$ cat src/rtl/sort_pkt_ctrl.sv
// Packet bubble-sort controller: captures one Avalon-ST packet into a local
// buffer, sorts it ascending with one compare-swap per cycle, then streams it out.
module sort_pkt_ctrl #(
  parameter int DWIDTH      = 10,
  parameter int MAX_PKT_LEN = 10,
  parameter int CTR_SZ      = 4
) (
  input  logic              clk_i,
  input  logic              srst_i,
  input  logic [DWIDTH-1:0] snk_data_i,
  input  logic              snk_startofpacket_i,
  input  logic              snk_endofpacket_i,
  input  logic              snk_valid_i,
  output logic              snk_ready_o,
  output logic [DWIDTH-1:0] src_data_o,
  output logic              src_startofpacket_o,
  output logic              src_endofpacket_o,
  output logic              src_valid_o,
  input  logic              src_ready_i,
  output logic              busy_o
);

  typedef enum logic [1:0] {IDLE, RECV, SORT, SEND} state_t;

  localparam logic [CTR_SZ-1:0] MAX_LEN = CTR_SZ'(MAX_PKT_LEN);
  localparam logic [CTR_SZ-1:0] ONE     = CTR_SZ'(1);
  localparam logic [CTR_SZ-1:0] TWO     = CTR_SZ'(2);

  state_t            state;
  logic [DWIDTH-1:0] mem [MAX_PKT_LEN];
  logic [CTR_SZ-1:0] len, pass_idx, pair_idx, out_idx;
  logic              swapped;

  logic              snk_xfer, src_xfer;
  logic [CTR_SZ-1:0] pair_nxt, out_nxt, last_pair;
  logic [DWIDTH-1:0] lo_w, hi_w;
  logic              do_swap, pass_end, sort_done;

  assign snk_xfer  = snk_valid_i & snk_ready_o;
  assign src_xfer  = src_valid_o & src_ready_i;
  assign pair_nxt  = pair_idx + ONE;
  assign out_nxt   = out_idx + ONE;
  assign last_pair = len - TWO - pass_idx;
  assign lo_w      = mem[pair_idx];
  assign hi_w      = mem[pair_nxt];
  assign do_swap   = (len != ONE) && (lo_w > hi_w);
  assign pass_end  = (pair_idx == last_pair);
  // early exit on a clean pass; a swap in the current cycle still counts
  assign sort_done = (len == ONE) ||
                     (pass_end && (!(swapped || do_swap) || pass_idx == len - TWO));

  always_ff @(posedge clk_i) begin
    if (srst_i) begin
      state               <= IDLE;
      len                 <= '0;
      pass_idx            <= '0;
      pair_idx            <= '0;
      out_idx             <= '0;
      swapped             <= 1'b0;
      snk_ready_o         <= 1'b1;
      src_valid_o         <= 1'b0;
      src_startofpacket_o <= 1'b0;
      src_endofpacket_o   <= 1'b0;
      src_data_o          <= '0;
      busy_o              <= 1'b0;
    end else begin
      case (state)
        IDLE: if (snk_xfer && snk_startofpacket_i) begin
          mem[0] <= snk_data_i;
          len    <= ONE;
          if (snk_endofpacket_i) begin
            state       <= SORT;
            snk_ready_o <= 1'b0;
            busy_o      <= 1'b1;
            pass_idx    <= '0;
            pair_idx    <= '0;
            swapped     <= 1'b0;
          end else begin
            state <= RECV;
          end
        end
        RECV: if (snk_xfer) begin
          if (snk_startofpacket_i) begin
            mem[0] <= snk_data_i;
            len    <= ONE;
          end else if (len < MAX_LEN) begin
            mem[len] <= snk_data_i;
            len      <= len + ONE;
          end
          if (snk_endofpacket_i) begin
            state       <= SORT;
            snk_ready_o <= 1'b0;
            busy_o      <= 1'b1;
            pass_idx    <= '0;
            pair_idx    <= '0;
            swapped     <= 1'b0;
          end
        end
        SORT: begin
          if (do_swap) begin
            mem[pair_idx] <= hi_w;
            mem[pair_nxt] <= lo_w;
          end
          if (sort_done) begin
            state               <= SEND;
            out_idx             <= '0;
            src_valid_o         <= 1'b1;
            src_startofpacket_o <= 1'b1;
            src_endofpacket_o   <= (len == ONE);
            // buf[0] may be swapped in this same cycle
            src_data_o          <= (pair_idx == '0 && do_swap) ? hi_w : mem[0];
          end else if (pass_end) begin
            pass_idx <= pass_idx + ONE;
            pair_idx <= '0;
            swapped  <= 1'b0;
          end else begin
            pair_idx <= pair_nxt;
            swapped  <= swapped | do_swap;
          end
        end
        SEND: if (src_xfer) begin
          if (src_endofpacket_o) begin
            state               <= IDLE;
            src_valid_o         <= 1'b0;
            src_startofpacket_o <= 1'b0;
            src_endofpacket_o   <= 1'b0;
            busy_o              <= 1'b0;
            snk_ready_o         <= 1'b1;
          end else begin
            out_idx             <= out_nxt;
            src_data_o          <= mem[out_nxt];
            src_startofpacket_o <= 1'b0;
            src_endofpacket_o   <= (out_nxt == len - ONE);
          end
        end
        default: state <= IDLE;
      endcase
    end
  end

endmodule
$ cat config.mk
export PLATFORM = sky130hd
export DESIGN_NAME = sort_pkt_ctrl
export DESIGN_NICKNAME = d
export VERILOG_FILES = /design/src/rtl/sort_pkt_ctrl.sv
export SDC_FILE = /design/constraint.sdc
export NUM_CORES = 1
export LEC_CHECK = 0
export CAP_MARGIN = 20
export CORE_AREA = 3 3 138 140
export CTS_CLUSTER_SIZE = 40
export DETAILED_ROUTE_END_ITERATION = 7
export DIE_AREA = 0 0 141 143
export PLACE_DENSITY_LB_ADDON = 0.1
export SKIP_CTS_REPAIR_TIMING = 1
export SLEW_MARGIN = 20
export SYNTH_ARGS = -nofsm -noshare
export SYNTH_HDL_FRONTEND = slang
export SYNTH_SLANG_ARGS = --single-unit
$ cat constraint.sdc
create_clock -name clk_i -period 10.7 [get_ports clk_i]
set_input_delay 2.675 -clock clk_i [delete_from_list [all_inputs] [get_ports clk_i]]
set_output_delay 2.675 -clock clk_i [all_outputs]
set_load 0.02 [all_outputs]
==> run summary <==
Logic synthesis
• 33.3% — multiplexer area fraction after synthesis
• 11.8 um^2 — mean post-synth cell area
• 9830 um^2 — total standard cell area after synthesis
• 2.09% — synthesized-area fraction occupied by xor and xnor cells
• edfxtp_1 — ys flop type
• 9.37% — post-synthesis compound-gate area fraction
• 30.6% — top cell type's share of synthesized area
• 881 — net count of the mapped netlist
• 834 — Synth Instances
• 0% — share of synthesized registers carrying an async set or reset
• edfxtp_1 31%, mux2i_1 16%, mux4_2 14%, dfxtp_1 7.7%, ha_1 3.8% — biggest area contributors in the synthesized netlist
• 67 — number of distinct library cell variants in the gate-level netlist after synthesis
• multiplexers — dominant combinational cell family by area after synthesis
• 138 — flip-flop and latch count after synthesis
• 0 — synthesis warning total
• 38.3% — sequential element share of the synthesized area
• 4.02% — fraction of the mapped netlist area in adder cells
• mux2i_1 — most frequent cell after synthesis
• 100 — number of enable-type register cells in the synthesized netlist
• edfxtp_1 — cell type with the highest aggregate area in the netlist
• 153 x mux2i_1, 100 x edfxtp_1, 67 x nand2_1 — most used standard cells in the synthesized netlist
• 8.13% — simple-gate share of the synthesized area

GRT
• 0 — total grt overflow
• 41.1% — Global Route met1 Usage
• 0 — antenna violations before repair
• met2 — layer with the highest usage after global routing
• 29.5% — GR Util All Layers
• 44,900 um — first-pass GRT wire length
• 7.87% — met3 usage
• 41 — maximum number of pins on one net before global-route repair
• 46.3% — Global Route met2 Usage
• 7,414 — number of global-route vias before repair

STA
• 63.0% — final critical-path share of the clock period
• 3.96 ns — setup slack of the critical path after layout
• 0 ns — Final TNS setup
• 0.0130 ns — clock skew
• no — setup repair after global routing missed its margin
• 1.17 ns — worst slew pin tran
• 6.74 ns — Final min period
• 0 — setup-violating endpoint count in the final report
• 21.9% — worst max-slew margin expressed relative to the limit
• 148 MHz — highest clock frequency the design can meet
• 0 — Final Slew Violations
• 0.460 ns — Hold WS
• 0 — hold violation total from the final report

Pwr
• 163 nW/um^2 — total power divided by cell area
• 0.135 mV — Max VDD drop
• 3.86 nW — leakage component of the power

Route
• 0 — remaining number of nets flagged by the antenna check after routing
• 7,451 — Via Count
• 7 — number of detailed-routing iterations run before antenna repair
• 0 — number of design rule violations left after detail routing
• 6.87 — detail-routed via count per cell
• 779 — initial drt markers
• 29,000 um — post-detailed-routing wire length
• 26.8 um — average routed wire per standard cell

Floorplanning
• 141 um — x dimension of the die
• 54.7% — initial core utilization
• 31 — number of top-level pins
• 20,200 um^2 — Die ar.
• 18,000 um^2 — core footprint
• 49 — count of standard-cell rows
• 143 um — vertical extent of the die

Placement
• 20,400 um — sum of net half-perimeters after detailed placement
• 0.931 — Placer Congestion
• 4.04 ns — post-placement setup slack
• 30 — PortBufs

Clocking
• 17 — total CTS buffers
• 0.43 ns — worst-skew pair later-pin latency
• done — CTS tree
• clkbuf_16 — CTS root buf
• 2 — deepest clock path buffer count
• 4 — H-tree depth
• 0.07 ns — clk slew on worst S/H paths
• 138 — clock tree sinks

Finish
• 11.1% — layout overhead on the synthesized area
• 19.3% — fraction of final layout cells with drive strength greater than 1
• 889 — Total Nets Final
• 60.8% — Final Core Density
• 0 — antenna cell count

Job
• 0 — maxcap violations

Critical path
• register — crit start category
• register — CP endpoint kind
• 40 — Critical Path Fanout Max
• register to register — category of the most critical setup path
• 10.84 ns — required time reported for the critical path endpoint
• 6.88 ns — data arrival time of the critical path

Outcome
• finished clean — result of the run

Hold path
• register to register — Min-Delay Path Class

per-layer routing:
metal  share of wire (%)  vias to the layer above
met5                   0                        -
met4                 1.8                        0
met3                 9.0                       49
met2                  47                      410
met1                  42                     3770
li1                    -                     3222
stage by stage:
stage | instance area, um^2 | std cells | power, mW
detailed placement | 10300 | 1052 | 1.17
finish | 10900 | 1084 | 1.78
global route | 10900 | 1084 | 1.85
global placement | 10300 | 1048 | 1.16
floorplan | 9830 | 834 | 1.01
CTS | 10900 | 1084 | 1.78
cell families (layout without fill, tap and decap cells):
kind of cell             after synthesis  in the layout
buffers and inverters                107            128
adder cells (fa/ha/maj)               31             31
multiplexers                         246            246
flip-flops                           138            138
XOR/XNOR                              20             20
AND/OR/NAND/NOR                      167            167
AO/OA/AOI/OAI                        125            125
flip-flops by register name, summed over array words and instances, names as in the netlist, 2 cells and up, named ones only:
name,flops
mem,100
src_data_o,10
len,4
out_idx,4
pair_idx,4
pass_idx,4
state,2
critical path, cell delays in order (launching register included):
cell,delay [ns]
dfxtp_2,1.08
inv_1,0.30
ha_1,0.38
buf_4,0.37
mux4_2,0.57
nand2_1,0.09
nand3_1,0.12
o21ai_0,0.23
ha_1,0.33
and4_4,0.22
a41oi_1,0.43
and4_4,0.61
nand4_1,0.78
o21ai_1,0.58
buf_4,0.25
power by group:
part           internal, mW  total, mW  leakage [nW]  switching (mW)
sequential            0.610      0.652          1.21          0.0427
combinational         0.218      0.517          2.35           0.299
clock                 0.335      0.612         0.298           0.278
total                  1.16       1.78          3.86           0.619
placed cells by master, fill, tap and decap left out, drive strengths merged, types with 21 or more instances in the layout:
master and instances:
ha 30, mux4 60, dfxtp 38, clkdlybuf4s50 30
mux2i 154, o21ai 40, buf 21, nor2 25
nand2 67, edfxtp 100, inv 52, mux2 32
cell type report:
type	count	area (um^2)
Fill cell	1458	7050
Inverter	45	169
Clock buffer	17	425
Timing Repair Buffer	51	455
Multi-Input combinational cell	589	5630
Sequential cell	138	3770
Tap cell	229	287
Clock inverter	15	176
path summary, 6_finish.rpt:
path	from	to	slack, ns	cells after the start
worst max-delay path	pair_idx[0]	mem[0][7]	3.96	14
worst min-delay path	src_data_o[4]	src_data_o[4]	0.46	2
worst max register to register	pair_idx[0]	mem[0][7]	3.96	14
worst min register to register	src_data_o[4]	src_data_o[4]	0.46	2
No activity file was read; power rests on OpenSTA's default activity.
==> RTL edit 1: new RTL, config.mk and constraints unchanged <==
Re-encode `state_t` (4 states) as one-hot, 4 bits wide.
--- a/src/rtl/sort_pkt_ctrl.sv
+++ b/src/rtl/sort_pkt_ctrl.sv
@@ -21,5 +21,5 @@
 );
 
-  typedef enum logic [1:0] {IDLE, RECV, SORT, SEND} state_t;
+  typedef enum logic [3:0] {IDLE = 4'b0001, RECV = 4'b0010, SORT = 4'b0100, SEND = 4'b1000} state_t;
 
   localparam logic [CTR_SZ-1:0] MAX_LEN = CTR_SZ'(MAX_PKT_LEN);
Function: no difference found for any inputs over 4 cycles, from zero or initial values and one cycle with srst_i high; so few cycles prove little.
==> RTL edit 1 against the unedited design <==
Cell area decreased by 0.56%. Setup slack improved by 0.12 ns. Wire length decreased by 0.89%. Highest routed layer unchanged. Sequential cell count increased by 2. Area after synthesis about the same. Die area unchanged. Fmax increased by 1.8%. Count of clock-buffer cells in the layout increased by 3. Clock skew increased by 0.0045 ns.
Power is not compared: it rests on default switching activity, and its combinational part moved more than twofold at a synthesized area within 25%.
==> RTL edit 1: results (changes against the unedited design) <==
- GRT Total Usage: 0.293 (was 0.295)
- M1 WL: 11400 um (was 12300 um)
- WL met3: 2680 um (was 2610 um)
- Mux cell area share after synthesis: 0.308 (was 0.333)
- CP max-delay cell: a2111oi_4 (was dfxtp_2)
- Status: finished clean (unchanged)
- Synth Instances: 826 (was 834)
- XOR/XNOR share of the synthesized area: 0.0211 (was 0.0209)
- Final wirelength: 28800 um (was 29000 um)
- Fraction of layout cells with a size suffix above 1: 0.211 (was 0.193)
- Routed length per placed instance: 26.8 um (about the same)
- Synth cell types: 74 (was 67)
- Syn_nets: 869 (was 881)
- Layout fillers: 1437 (was 1458)
- Largest fanout on the critical path: 41 (was 40)
- Wire length on met2: 13500 um (was 13600 um)
- Met1 Use GR: 0.378 (was 0.411)
- Placement Setup Slack: 4.20 ns (was 4.04 ns)
- Skew final: 0.0175 ns (was 0.0130 ns)
- Post-synthesis compound-gate area fraction: 0.107 (was 0.0937)
- Adder-Cell Fraction of Synth Area: 0.0351 (was 0.0402)
- Routing usage on met2: 0.470 (was 0.463)
- Routed vias: 7284 (was 7451)
- CP max stage delay: 0.76 ns (was 1.08 ns)
- Largest net degree at the start of global routing: 42 (was 41)
- Hold WS: 0.470 ns (was 0.460 ns)
-- RTL edit 1: cell count changes after synthesis, moves of 9 or more --
cell / change
a221o_1: -9
a221oi_1: +10
buf_4: +12
inv_1: -11
mux2i_1: -21
nand2_1: -15
o31a_1: +9
-- RTL edit 1: worst paths after layout --
kind | to | cells past startpoint
hold / removal | src_startofpacket_o | 2
hold reg to reg | src_startofpacket_o | 2
setup reg to reg | mem[8][9] | 17
setup / recovery | mem[8][9] | 17
-- RTL edit 1: power by group --
part / leakage [nW] / internal [W] / switching (W)
clock: 0.263 / 0.000328 / 0.000245
sequential: 1.22 / 0.000588 / 0.0000126
combinational: 2.79 / 0.0000614 / 0.0000880
total: 4.28 / 0.000977 / 0.000345
-- RTL edit 1: final cells by class --
type	count	area, sq um	share of cell area
multi-input combinational	580	5530	0.510
sequential	140	3810	0.351
timing repair buffer	62	541	0.0498
clock buffer	20	447	0.0412
tap	229	287	0.0264
inverter	33	124	0.0114
clock inverter	12	115	0.0106
==> RTL edit 2: new RTL, same flow settings <==
Without the edit above. The parameter `DWIDTH` goes from 10 to 5.
--- a/src/rtl/sort_pkt_ctrl.sv
+++ b/src/rtl/sort_pkt_ctrl.sv
@@ -2,5 +2,5 @@
 // buffer, sorts it ascending with one compare-swap per cycle, then streams it out.
 module sort_pkt_ctrl #(
-  parameter int DWIDTH      = 10,
+  parameter int DWIDTH      = 5,
   parameter int MAX_PKT_LEN = 10,
   parameter int CTR_SZ      = 4
Interface: changed (resized snk_data_i and src_data_o); port bits go from 31 to 21. No check against the original RTL was run, so the function may have changed too.
==> RTL edit 2 against the unedited design <==
Setup slack improved by 0.75 ns. Total power fell by 32%. Clock power fell by 50%. Critical endpoint is now mem[2][0]. Sequential share of layout area fell by 2.2 points. Area after synthesis fell by 39%. Utilization fell by 23 points. Critical path type is now input port to flip-flop. Sequential cell count fell by 55. Wire length fell by 34%. Cell area fell by 39%. Global-route usage fell by 9.9 points.
==> RTL edit 2: results (changes against the unedited design) <==
- Status: finished clean (unchanged)
- First-pass GRT wire length: 29400 um (was 44900 um)
- Syn_nets: 572 (was 881)
- Largest net degree at the start of global routing: 27 (was 41)
- Regs by FF count: mem (50), src_data_o (5) (was mem (100), src_data_o (10))
- Iter 0 DRT Violations: 320 (was 779)
- Synth area leaders: edfxtp_1 25%, mux2i_1 15%, mux4_2 11% (was edfxtp_1 31%, mux2i_1 16%, mux4_2 14%)
- Post-synth top cells: 87 x mux2i_1, 50 x edfxtp_1, 33 x dfxtp_1 (was 153 x mux2i_1, 100 x edfxtp_1, 67 x nand2_1)
- GP Congestion: 0.878 (was 0.931)
- WL met3: 1260 um (was 2610 um)
- EDFF count, synth: 50 (was 100)
- Layout fillers: 1764 (was 1458)
- CP Data Arrival Time: 5.98 ns (was 6.88 ns)
- Hold path startpoint: src_data_o[2] (was src_data_o[4])
- Wire length on met2: 8540 um (was 13600 um)
- Non-clock buffers: 30 (was 51)
- Number of port buffers: 20 (was 30)
- Skew final: 0.0117 ns (was 0.0130 ns)
- M1 WL: 8770 um (was 12300 um)
- Fraction of layout cells with a size suffix above 1: 0.158 (was 0.193)
- LEAKAGE: 2.57 nW (was 3.86 nW)
- Clk cell area share: 0.0422 (was 0.0551)
- H-tree depth: 3 (was 4)
- Slew HR: 0.261 (was 0.219)
- Seq/Total Area, Yosys: 0.362 (was 0.383)
- Buffering overhead: 0.0411 (was 0.0417)
- Crit path from: srst_i (was pair_idx[0])
- Sequential cell area: 0.00216 sq mm (was 0.00377 sq mm)
- First-pass DRT Iterations: 5 (was 7)
- Multi-input logic area: 0.00360 sq mm (was 0.00563 sq mm)
- Synth cell types: 66 (was 67)
- Clk_lat worst skew: 0.36 ns (was 0.43 ns)
- #MultiIn Comb: 399 (was 589)
- Number of global-route vias before repair: 4649 (was 7414)
- Worst VDD drop: 0.0000819 V (was 0.000135 V)
- Largest fanout on the critical path: 26 (was 40)
- GRT Total Usage: 0.196 (was 0.295)
- Nets: 584 (was 889)
- Final HPWL DP: 14000 um (was 20400 um)
- Final wirelength: 19200 um (was 29000 um)
[RTL edit 2: critical path, stage by stage]
cell and delay [ns]:
clkdlybuf4s50_1 0.45, buf_4 0.30, clkinv_1 0.53, o2111ai_2 0.62
mux2_2 0.46, or2_2 0.31, o21ai_0 0.62
[RTL edit 2: kinds of logic (layout without fill, tap and decap cells)]
logic type	after synthesis	after routing	share of synthesized area
and+or+nand+nor	112	112	0.0964
buffers and inverters	53	70	0.0358
xor gates and xnor gates	18	18	0.0322
muxes	131	131	0.285
AOI/OAI and AO/OA	112	112	0.133
DFF	83	83	0.362
adders and majority gates	26	26	0.0556
[RTL edit 2: path summary, 6_finish.rpt]
check / end / slack [ns] / cells past startpoint
setup / recovery: mem[2][0] / 4.71 / 7
hold / removal: src_data_o[2] / 0.46 / 2
hold reg to reg: src_data_o[2] / 0.46 / 2
setup reg to reg: mem[2][0] / 4.81 / 13
[RTL edit 2: report_power, final]
part	total, W	leakage, nW	internal (W)	switching (W)
combinational	0.000490	1.72	0.000197	0.000293
sequential	0.000405	0.718	0.000370	0.0000347
clock	0.000309	0.136	0.000161	0.000148
[RTL edit 2: per-stage QoR]
| step | util | worst slack [ns] | area, sq um | power, W | cells |
|---|---|---|---|---|---|
| global placement | 0.357 | 4.40 | 6420 | 0.000893 | 765 |
| finish | 0.373 | 4.71 | 6700 | 0.00120 | 781 |
| detailed placement | 0.357 | 4.34 | 6420 | 0.000895 | 765 |
| global route | 0.373 | 4.37 | 6700 | 0.00127 | 781 |
| CTS | 0.373 | 4.71 | 6700 | 0.00121 | 781 |
| floorplan | - | 5.84 | 5980 | 0.000736 | 535 |
[RTL edit 2: routing by layer]
layer,vias to the layer above,track usage
li1,2101,-
met1,2275,0.272
met2,164,0.298
met3,35,0.0486
met4,0,0.0750
met5,-,0
